**config.mk**
```make
export PLATFORM = sky130hd
export DESIGN_NAME = instr_fetch_stage
export DESIGN_NICKNAME = d
export VERILOG_FILES = /design/src/rtl/instr_fetch_stage.sv
export SDC_FILE = /design/constraint.sdc
export NUM_CORES = 1
export LEC_CHECK = 0
export BUFFER_PORTS_ARGS = -buffer_cell sky130_fd_sc_hd__buf_4
export CAP_MARGIN = 20
export CORE_ASPECT_RATIO = 0.9
export CORE_UTILIZATION = 54
export CTS_BUF_LIST = sky130_fd_sc_hd__clkbuf_8 sky130_fd_sc_hd__clkbuf_16
export DETAILED_ROUTE_END_ITERATION = 7
export GPL_ROUTABILITY_DRIVEN = 0
export PLACE_DENSITY = 0.84
export SYNTH_ARGS = -nofsm -noshare
export SYNTH_HDL_FRONTEND = slang
export SYNTH_SLANG_ARGS = --single-unit
```
**constraint.sdc**
```tcl
create_clock -name i_clk -period 3.35 [get_ports i_clk]
set_clock_uncertainty 0.1 [all_clocks]
set_input_delay 0.335 -clock i_clk [delete_from_list [all_inputs] [get_ports i_clk]]
set_output_delay 0.335 -clock i_clk [all_outputs]
set_load 0.02 [all_outputs]
```
**src/rtl/instr_fetch_stage.sv**
```systemverilog
// Instruction fetch stage: owns the PC, drives the instruction-memory address and
// captures the returned word (or a NOP on a faulted fetch) into the IF/ID register.
module instr_fetch_stage #(
    parameter logic [31:0] RESET_PC   = 32'h0000_3000,
    parameter logic [31:0] IMEM_BASE  = 32'h0000_3000,
    parameter int unsigned IMEM_WORDS = 4096,
    parameter logic [31:0] NOP_INSTR  = 32'h0000_0000
) (
    input  logic        i_clk,
    input  logic        i_reset,
    input  logic        i_stall,
    input  logic        i_flush,
    input  logic        i_redirect_valid,
    input  logic [31:0] i_redirect_target,
    output logic [31:0] o_imem_addr,
    input  logic [31:0] i_imem_rdata,
    output logic [31:0] o_pc,
    output logic [31:0] o_if_id_instr,
    output logic [31:0] o_if_id_pc,
    output logic        o_if_id_valid,
    output logic        o_if_id_fault,
    output logic [31:0] o_fetch_count
);
    // Window end kept at 33 bits so a window touching the top of the address space cannot wrap.
    localparam logic [32:0] IMEM_END = {1'b0, IMEM_BASE} + (33'(IMEM_WORDS) << 2);

    logic [31:0] r_pc;
    logic [31:0] r_instr;
    logic [31:0] r_if_pc;
    logic        r_valid;
    logic        r_fault;
    logic [31:0] r_count;

    logic        w_fault_now;
    logic        w_load;
    logic [31:0] w_pc_next;

    assign w_fault_now = (r_pc[1:0] != 2'b00) || (r_pc < IMEM_BASE) ||
                         ({1'b0, r_pc} >= IMEM_END);
    assign w_load      = !i_stall && !i_flush;
    assign w_pc_next   = i_redirect_valid ? i_redirect_target : r_pc + 32'd4;

    // A redirect seen during a stall is dropped; the ID stage holds it until the stall clears.
    always_ff @(posedge i_clk) begin
        if (i_reset)
            r_pc <= RESET_PC;
        else if (!i_stall)
            r_pc <= w_pc_next;
    end

    // Flush outranks stall for IF/ID; the redirect-cycle fetch is a delay slot and loads normally.
    always_ff @(posedge i_clk) begin
        if (i_reset || i_flush) begin
            r_instr <= NOP_INSTR;
            r_if_pc <= 32'd0;
            r_valid <= 1'b0;
            r_fault <= 1'b0;
        end else if (w_load) begin
            r_instr <= w_fault_now ? NOP_INSTR : i_imem_rdata;
            r_if_pc <= r_pc;
            r_valid <= 1'b1;
            r_fault <= w_fault_now;
        end
    end

    always_ff @(posedge i_clk) begin
        if (i_reset)
            r_count <= 32'd0;
        else if (w_load)
            r_count <= r_count + 32'd1;
    end

    assign o_imem_addr   = r_pc;
    assign o_pc          = r_pc;
    assign o_if_id_instr = r_instr;
    assign o_if_id_pc    = r_if_pc;
    assign o_if_id_valid = r_valid;
    assign o_if_id_fault = r_fault;
    assign o_fetch_count = r_count;

endmodule

```
==> flow_metrics.env <==
export IMPL_yosysTopAreaCell="dfxtp_1"
export IMPL_ys_ff_latch=130
export IMPL_cts_buffers=17
export IMPL_critPathSlowestCell="or4_1"
export IMPL_syn2layout_area_growth_pct=33.7
export IMPL_holdWs_ns=0.0539
export IMPL_antenna_found_initial=0
export IMPL_num_vias=6407
export IMPL_p_leak_nw=3.64
export IMPL_power_density_nw_per_um2=468
export IMPL_syn_area_um2=6390
export IMPL_cts_root_buffer="clkbuf_16"
export IMPL_chipWidth_um=117
export IMPL_antenna_cells=0
export IMPL_cp_max_fo=9
export IMPL_gr_usage_met2=0.467
export IMPL_grt_met3_usage=0.0937
export IMPL_grt_pass1_vias=5828
export IMPL_dr_pass1_iters=6
export IMPL_cp_slowest_stage_delay_ns=0.69
export IMPL_first_iter_violations=419
export IMPL_dp_hpwl_mm=12.4
export IMPL_worstMarginPinSlew_ns=0.830
export IMPL_cts_tree="done"
export IMPL_cts_sinks=130
export IMPL_gr_total_overflow=0
export IMPL_hold_path_class="in -> reg"
export IMPL_fp_dieH_um=105
export IMPL_finalMaxSlewViolations=0
export IMPL_placeableCoreArea_um2=11500
export IMPL_start_kind="flip-flop"
export IMPL_netlist_instances=784
export IMPL_die_area_um2=12300
export IMPL_ant_nets=0
export IMPL_required_ns=3.58
export IMPL_io_buffers=230
export IMPL_synth_nets=856
export IMPL_grt_usage=0.298
export IMPL_rsz0062_at_grt="no"
export IMPL_final_nets=1026
export IMPL_post_cts_buffers=0
export IMPL_met1_usage=0.383
export IMPL_clockBufferDepth=2
export IMPL_cts_hold_fix_buffers=0
export IMPL_synth_edf_count=0
export IMPL_setup_viol=0
export IMPL_avgRoutedWirePerCell_um=16.5
export IMPL_status="completed"
export IMPL_clkSlewWorstSetupHoldPaths_ns=0.06
export IMPL_cap_violations=0
export IMPL_setup_worst_path_class="reg -> reg"
export IMPL_layout_drive_gt1_share=0.290
export IMPL_vdd_drop_max_uv=363
export IMPL_crit_path_end_kind="flip-flop"
export IMPL_synthDistinctLibCells=62
export IMPL_busiest_layer="met2"
export IMPL_fmax_mhz=394
export IMPL_ios=231
export IMPL_grt_first_pass_wirelength_mm=28.6
export IMPL_period_needed_ns=2.54
export IMPL_synth_main_ff_cell="dfxtp_1"
export IMPL_crit_chain="ha_1, nand3_1, or4_1, or4b_1, o211ai_1"
export IMPL_synth_area_leaders="dfxtp_1 41%, mux2i_1 5.2%, a21oi_1 5.0%, nand2_1 4.5%, or3_1 4.0%"
export IMPL_slew_headroom=0.442
export IMPL_postCtsResizedCells=0
export IMPL_async_flop_share=0
export IMPL_fin_setup_tns_ns=0
export IMPL_initial_core_util=0.557
export IMPL_finalHoldViolCount=0
export IMPL_yosys_warnings=0
export IMPL_regToRegSetupSlack_ns=0.81
export IMPL_critPathArrivalTime_ns=2.77
export IMPL_grt_max_degree=62
export IMPL_post_drt_via_cell_ratio=5.71
export IMPL_num_rows=37
export IMPL_ys_seq_area_frac=0.407
export IMPL_ctsHtreeMaxLevel=4
export IMPL_wirelength_mm=18.5
export IMPL_drc=0
export IMPL_synth_avg_cell_area_um2=8.15
export IMPL_fin_crit_sh=0.758
export IMPL_clock_latency_ns=0.41
export IMPL_synth_top_area_frac=0.407
## stage by stage
| step | instances | total power [mW] | instance area [um^2] | utilization | setup slack (ns) |
|---|---|---|---|---|---|
| final | 1123 | 4.00 | 8540 | 0.744 | 0.812 |
| after global routing | 1123 | 4.13 | 8540 | 0.744 | 0.639 |
| after CTS | 1123 | 4.02 | 8540 | 0.744 | 0.831 |
| after detailed placement | 1091 | 2.12 | 7930 | 0.690 | 0.855 |
| after global placement | 1091 | 2.11 | 7930 | 0.690 | 0.965 |
| after floorplan | 784 | 1.93 | 6390 | - | 0.968 |
## cells by family (layout without fill, tap and decap cells)
| logic type | Yosys count | count (layout) | synth area share |
|---|---|---|---|
| AOI/OAI and AO/OA | 155 | 155 | 0.154 |
| xor gates and xnor gates | 13 | 13 | 0.0178 |
| adders and majority gates | 3 | 3 | 0.00587 |
| buffers and inverters | 130 | 313 | 0.0969 |
| DFF | 130 | 130 | 0.407 |
| muxes | 34 | 34 | 0.0534 |
| and+or+nand+nor | 319 | 319 | 0.265 |
## path summary, 6_finish.rpt
kind                                       startpoint          endpoint  depth (start not counted)
worst max-delay path                   o_imem_addr[2]   o_imem_addr[26]                          5
worst min-delay path            i_redirect_target[18]   o_imem_addr[18]                          3
worst max register to register         o_imem_addr[2]   o_imem_addr[26]                          5
worst min register to register       o_if_id_instr[5]  o_if_id_instr[5]                          2
## cells in the final DEF (no fill, tap or decap), types with 4 or more instances in the layout
cell type  Yosys  layout
dfxtp_1      130     130
xnor2_1        6       6
xor2_1         7       7
nand2_1       77      77
nor2b_1        4       4
o31ai_1       18      18
a21oi_1       64      64
nor3_1        13      13
clkbuf_8       0       4
o21ai_0       18      18
nor2_1        63      63
a22oi_1        6       6
nor4_1        11      11
or4_1         20      20
mux2i_1       33      33
or2_2          6       6
or3_1         41      41
and4_1         8       8
and3_1        17      17
inv_1         42      45
a31oi_1        8       8
nand4_1       18      18
a211oi_1       6       6
clkbuf_16      0      17
o211ai_1       9       9
nand3_1       23      23
o311ai_0       4       4
buf_4         32     237
## cells in the mapped netlist (all sizes together) (3+ instances only)
cell type and n:
a31oi 8, or4 20, nand3 23, a22oi 6
nor3 13, buf 39, and4 8, and3 17
dfxtp 130, and2 3, or4b 3, o21ai 18
or3 41, a21oi 64, xor2 7, o211ai 9
mux2i 33, ha 3, nor4 12, nor2b 4
nand4 20, clkbuf 48, o31ai 18, inv 42
o311ai 4, o2111ai 3, nor2 63, or2 7
nand2 77, a211oi 6, xnor2 6
## layout make-up
type,instances,area (um^2)
Fill cell,913,2940
Tap cell,156,195
Sequential cell,130,2600
Timing Repair Buffer,238,1800
Clock buffer,21,480
Multi-Input combinational cell,524,3170
Inverter,43,161
Clock inverter,11,136
## state kept, by name, indices dropped and copies added, names as in the netlist
signal and count:
o_if_id_instr 32, o_if_id_valid 1, o_if_id_pc 32, o_if_id_fault 1, o_imem_addr 32, o_fetch_count 32
## per-layer routing
metal / wire, um / part of all wire
met1: 7720 / 0.42
met2: 8690 / 0.47
met3: 1770 / 0.096
met4: 316 / 0.017
met5: 0 / 0
## worst max-delay path: cells and delay by family (launching register included)
kind / cells / cell delay, ns
AND/OR/NAND/NOR: 3 / 1.50
flip-flops: 1 / 0.48
adder cells (fa/ha/maj): 1 / 0.28
AO/OA/AOI/OAI: 1 / 0.10
## power breakdown
group | internal (mW) | switching, mW
Combinational | 0.192 | 0.253
Clock | 1.24 | 0.672
Sequential | 1.58 | 0.0635
Total | 3.01 | 0.988
Note: power is estimated with default switching activity, not from simulation.
